File: config.mk
export PLATFORM = sky130hd
export DESIGN_NAME = sonic_upstream_descrambler
export DESIGN_NICKNAME = d
export VERILOG_FILES = /design/src/rtl/sonic_pkg.sv /design/src/rtl/sonic_sync_fifo.sv /design/src/rtl/sonic_upstream_descrambler.sv
export SDC_FILE = /design/constraint.sdc
export NUM_CORES = 1
export LEC_CHECK = 0
export ABC_CLOCK_PERIOD_IN_PS = 7590
export BUFFER_PORTS_ARGS = -buffer_cell sky130_fd_sc_hd__buf_2
export CORE_MARGIN = 2
export CORE_UTILIZATION = 60
export DETAILED_ROUTE_END_ITERATION = 10
export PLACE_DENSITY = 0.8
export SYNTH_ARGS = -nofsm -noshare
export SYNTH_HDL_FRONTEND = slang
export SYNTH_SLANG_ARGS = --single-unit
File: constraint.sdc
create_clock -name clk -period 7.59 [get_ports clk]
set_input_delay 0.759 -clock clk [delete_from_list [all_inputs] [get_ports clk]]
set_output_delay 0.759 -clock clk [all_outputs]
set_load 0.02 [all_outputs]
File: src/rtl/sonic_pkg.sv
// Shared constants and the combinational x^58+x^39+1 descrambler used by the upstream path.
// descramble64 returns {descrambled word, next 58-bit history}.
package sonic_pkg;

  localparam int WORD_W  = 64;
  localparam int SCR_LEN = 58;
  localparam int SCR_TAP = 39;
  localparam int DESCR_W = WORD_W + SCR_LEN;

  // ext[j] is the wire bit j-58 positions relative to bit 0 of the current word,
  // so ext[i+58] is "now", ext[i+19] is 39 bits back, ext[i] is 58 bits back.
  function automatic logic [DESCR_W-1:0] descramble64(input logic [WORD_W-1:0]  data,
                                                      input logic [SCR_LEN-1:0] hist);
    logic [DESCR_W-1:0] ext;
    logic [WORD_W-1:0]  descr;
    ext = {data, hist};
    for (int i = 0; i < WORD_W; i++) begin
      descr[i] = ext[i+SCR_LEN] ^ ext[i+SCR_LEN-SCR_TAP] ^ ext[i];
    end
    return {descr, data[WORD_W-1:WORD_W-SCR_LEN]};
  endfunction

endpackage

File: src/rtl/sonic_sync_fifo.sv
// Show-ahead FIFO: head is visible combinationally; when empty, head holds the last popped word.
// Push while full is ignored unless a pop happens on the same edge.
module sonic_sync_fifo #(
  parameter int WIDTH = 64,
  parameter int DEPTH = 4
) (
  input  logic             clk,
  input  logic             reset,
  input  logic             push,
  input  logic [WIDTH-1:0] push_data,
  input  logic             pop,
  output logic [WIDTH-1:0] head,
  output logic             full,
  output logic             empty
);

  localparam int AW = $clog2(DEPTH);

  logic [WIDTH-1:0] mem [DEPTH];
  logic [AW:0]      wr_ptr;
  logic [AW:0]      rd_ptr;
  logic [WIDTH-1:0] last;
  logic             do_push;
  logic             do_pop;

  assign empty   = (wr_ptr == rd_ptr);
  assign full    = (wr_ptr[AW] != rd_ptr[AW]) && (wr_ptr[AW-1:0] == rd_ptr[AW-1:0]);
  assign do_pop  = pop && !empty;
  assign do_push = push && (!full || do_pop);
  assign head    = empty ? last : mem[rd_ptr[AW-1:0]];

  always_ff @(posedge clk or posedge reset) begin
    if (reset) begin
      wr_ptr <= '0;
      rd_ptr <= '0;
      last   <= '0;
    end else begin
      if (do_push) wr_ptr <= wr_ptr + 1'b1;
      if (do_pop) begin
        rd_ptr <= rd_ptr + 1'b1;
        last   <= mem[rd_ptr[AW-1:0]];
      end
    end
  end

  // Storage needs no reset: it is only observed through head while non-empty.
  always_ff @(posedge clk) begin
    if (do_push) mem[wr_ptr[AW-1:0]] <= push_data;
  end

endmodule

File: src/rtl/sonic_upstream_descrambler.sv
// Self-synchronising 64b descrambler behind the 40->64 gearbox; valid in at N gives data_out_valid at N+2.
// Output FIFO absorbs consumer backpressure; overflow drops are sticky. SONIC_DESCR_STATS_EN adds word_cnt/drop_cnt.
module sonic_upstream_descrambler
  import sonic_pkg::*;
#(
  parameter int WIDTH      = 64,
  parameter int FIFO_DEPTH = 4
) (
  input  logic             clk,
  input  logic             reset,
  input  logic [WIDTH-1:0] data_in,
  input  logic             data_in_valid,
  output logic [WIDTH-1:0] data_out,
  output logic             data_out_valid,
  input  logic             data_out_ready,
  output logic             overflow,
  output logic             primed
`ifdef SONIC_DESCR_STATS_EN
  ,
  output logic [31:0]      word_cnt,
  output logic [15:0]      drop_cnt
`endif
);

  logic [SCR_LEN-1:0] hist;
  logic [DESCR_W-1:0] res;
  logic [WIDTH-1:0]   descr_data;
  logic               descr_valid;
  logic               fifo_full;
  logic               fifo_empty;
  logic               pop_fire;
  logic               drop;

  assign res            = descramble64(data_in, hist);
  assign data_out_valid = !fifo_empty;
  assign pop_fire       = data_out_valid && data_out_ready;
  assign drop           = descr_valid && fifo_full && !pop_fire;

  // The first word after reset only seeds the history; its output would be garbage.
  always_ff @(posedge clk or posedge reset) begin
    if (reset) begin
      hist        <= '0;
      primed      <= 1'b0;
      descr_valid <= 1'b0;
      descr_data  <= '0;
      overflow    <= 1'b0;
    end else begin
      descr_valid <= 1'b0;
      if (data_in_valid) begin
        hist   <= res[SCR_LEN-1:0];
        primed <= 1'b1;
        if (primed) begin
          descr_valid <= 1'b1;
          descr_data  <= res[DESCR_W-1:SCR_LEN];
        end
      end
      if (drop) overflow <= 1'b1;
    end
  end

  sonic_sync_fifo #(
    .WIDTH (WIDTH),
    .DEPTH (FIFO_DEPTH)
  ) u_fifo (
    .clk       (clk),
    .reset     (reset),
    .push      (descr_valid),
    .push_data (descr_data),
    .pop       (data_out_ready),
    .head      (data_out),
    .full      (fifo_full),
    .empty     (fifo_empty)
  );

`ifdef SONIC_DESCR_STATS_EN
  always_ff @(posedge clk or posedge reset) begin
    if (reset) begin
      word_cnt <= '0;
      drop_cnt <= '0;
    end else begin
      if (pop_fire) word_cnt <= word_cnt + 32'd1;
      if (drop && (drop_cnt != 16'hFFFF)) drop_cnt <= drop_cnt + 16'd1;
    end
  end
`endif

endmodule

==> impl_metrics.py <==
metrics = {
    "cells_and_area": {
        "fillers": 1935,
        "layout-drive-gt1-share_pct": 38.1,
        "seq_area_um2": 12600,
        "nNetsFinal": 1260,
        "utilization_pct": 69.1,
        "area_delta_synth_final_pct": 13.7,
        "multi_input_area_um2": 5670,
    },
    "timing": {
        "min_period_ps": 4050,
        "skew_ps": 14.6,
        "setup_viol": 0,
        "fin_crit_sh_pct": 53.4,
        "timing.slew.headroom_pct": 20.9,
        "slew_viol_final": 0,
        "hold_viol": 0,
        "rsz0062_at_grt": "no",
        "tightest_slew_ps": 1190,
        "clock.fmax_mhz": 247,
        "setup_tns_ps": 0,
    },
    "cts": {
        "clock-sinks": 451,
        "numCtsBuffers": 44,
        "ctsHoldBuffers": 0,
        "cts.clk_slew.worst_paths_ps": 60,
        "ctsHtreeMaxLevel": 2,
        "cts_setup_buffers": 0,
        "cts_resized": 0,
        "cts_tree": "done",
        "clock_latency_ps": 550,
        "cts_buffer_depth": 3,
        "cts-root-buf": "clkbuf_16",
    },
    "placed_design": {
        "portBuffers": 134,
        "hpwl_um": 22800,
        "gp_congestion": 0.826,
    },
    "critical_path": {
        "max_stage_delay_ps": 880,
        "crit_family": "buffers and inverters",
        "path_buf_inv": 2,
        "worstPathRequired_ps": 6830,
        "path_class": "flip-flop to primary output",
        "crit_path_start_kind": "flip-flop",
        "critical-path-slowest-cell": "buf_4",
        "crit_arrival_ps": 3290,
        "endpoint_kind": "primary output",
        "path_cells": "buf_4 -> mux4_1 -> mux2_2 -> buf_2",
        "crit_fanout": 51,
    },
    "global_route": {
        "grt_usage_pct": 23.7,
        "grt_pass1_wl_um": 58200,
        "grt_max_degree": 130,
        "overflow": 0,
        "antenna_found_initial": 7,
        "grt_pass1_vias": 9745,
    },
    "floorplanning": {
        "core_area_um2": 30500,
        "die_area_um2": 32300,
        "die_w_um": 180,
        "die_y_um": 180,
        "start_util_pct": 60.8,
        "io_pins": 135,
        "row_count": 64,
    },
    "flow_run": {
        "maxCapViolCount": 0,
    },
    "logic_synthesis": {
        "synth_cell_types": 27,
        "yosysTopAreaCell": "edfxtp_1",
        "syn_area_um2": 18600,
        "synth_nets": 1119,
        "synth_top_area_share_pct": 41.4,
        "syn-instance-count": 1046,
        "yosysWarnings": 0,
        "synth_area_leaders": "edfxtp_1, dfrtp_1, mux2_2",
        "ys_seq_elements": 451,
        "synth_seq_area_share_pct": 67.7,
        "syn_area_per_cell_um2": 17.7,
    },
    "detailed_routing": {
        "first_pass_iters": 5,
        "vias": 9367,
        "drcViolationCount": 0,
        "wl_per_cell_um": 23.0,
        "antenna_left": 0,
        "viasPerCell": 5.77,
        "wl_um": 37400,
        "first_iter_violations": 685,
    },
    "power_and_ir_drop": {
        "irDropWorstVdd_mv": 0.244,
        "power_leakage_nw": 8.12,
        "cellPowerDensity_nw_per_um2": 435,
    },
    "outcome": {
        "outcome": "finished clean",
    },
    "hold_path": {
        "holdCritPathClass": "input pin to async pin",
    },
}
path summary, 6_finish.rpt:
path                                  start                end  slack (ps)  depth (start not counted)
max                        u_fifo.rd_ptr[0]       data_out[12]        3540                          4
min in group clk                data_in[53]           hist[47]         480                          2
min reg2reg                        overflow           overflow         480                          1
max reg2reg                u_fifo.rd_ptr[1]  u_fifo.mem[1][61]        4080                          5
max in group asynchronous             reset   u_fifo.rd_ptr[0]        5920                          3
min                                   reset    u_fifo.last[54]         290                          2
sequential cells by signal (all words and copies together), names as in the netlist:
signal / count
u_fifo.last: 64
hist: 58
u_fifo.mem: 256
u_fifo.rd_ptr: 3
primed: 1
overflow: 1
descr_data: 64
u_fifo.wr_ptr: 3
descr_valid: 1
final cells by class:
cell class	count	area share, %
clock inverters	22	1.40
clock buffers	60	5.90
multi-input cells	536	26.9
inverters	9	0.196
flip-flops and latches	451	59.6
repair buffers	145	3.57
diodes	5	0.0593
well taps	396	2.35
per-layer routing:
metal	vias up	GRT usage, %	wire [µm]
met5	-	0	27
met4	4	7.58	974
met3	55	4.38	2040
met2	253	39.0	18700
met1	4872	32.5	15700
li1	4183	-	-
where the power goes:
group / leakage [nW] / switching (W) / internal, W
Sequential: 4.68 / 0.000337 / 0.00334
Clock: 0.757 / 0.000897 / 0.00139
Combinational: 2.68 / 0.00173 / 0.00148
metrics by stage:
step | instance area, µm² | setup WS [ps] | hold slack, ps | instances | power (W)
2_1_floorplan | 18600 | 1520 | 475 | 1046 | 0.00608
3_3_place_gp | 19500 | 4100 | 469 | 1537 | 0.00684
3_5_place_dp | 19500 | 4010 | 475 | 1537 | 0.00693
4_1_cts | 21100 | 3460 | 339 | 1619 | 0.00925
5_1_grt | 21100 | 3340 | 362 | 1620 | 0.00959
6_report | 21100 | 3540 | 294 | 1624 | 0.00917
worst reg2reg max path: stages, from the launching register on:
cell and delay (ps):
dfrtp_2 370, buf_4 770, xor2_1 350, o41ai_4 200, nor2_4 810, buf_4 620
kinds of logic (layout without fill, tap and decap cells):
kind of cell,count (synthesis),in the layout,synth area share (%)
flip-flops,451,451,67.7
multiplexers,252,252,19.9
XOR/XNOR,137,137,6.51
AND/OR/NAND/NOR,73,73,1.51
AO/OA/AOI/OAI,69,69,2.06
buffers and inverters,59,236,1.96
adder cells (fa/ha/maj),5,5,0.337
other,0,5,0
cells in the mapped netlist:
| master | count |
|---|---|
| mux2_2 | 166 |
| nor2_1 | 4 |
| a31oi_1 | 1 |
| xor2_1 | 67 |
| inv_1 | 9 |
| buf_6 | 16 |
| buf_2 | 9 |
| edfxtp_1 | 256 |
| xnor2_1 | 69 |
| buf_1 | 5 |
| xnor2_2 | 1 |
| nand2_1 | 66 |
| a41o_1 | 1 |
| o21ai_0 | 64 |
| clkbuf_1 | 19 |
| and2_1 | 1 |
| o41ai_4 | 1 |
| ha_1 | 5 |
| mux2_4 | 22 |
| dfrtp_1 | 195 |
| a31o_2 | 1 |
| mux4_2 | 51 |
| nand3_1 | 1 |
| buf_8 | 1 |
| or2_2 | 1 |
| mux4_1 | 13 |
| o41ai_1 | 1 |
cell usage in the layout (no fill, tap or decap), types with 3 or more instances in the layout:
cell	count
clkbuf_1	10
o21ai_0	64
ha_1	5
buf_4	11
mux2_4	22
nand2_1	65
nor2_4	3
bufinv_16	7
clkbuf_8	4
xor2_1	67
mux4_1	13
xnor2_1	69
clkbuf_16	46
buf_2	134
inv_1	7
clkinv_2	10
diode_2	5
edfxtp_1	256
mux4_2	51
mux2_2	166
clkinv_1	3
dfrtp_1	193
Power figures use the tool's default switching activity.
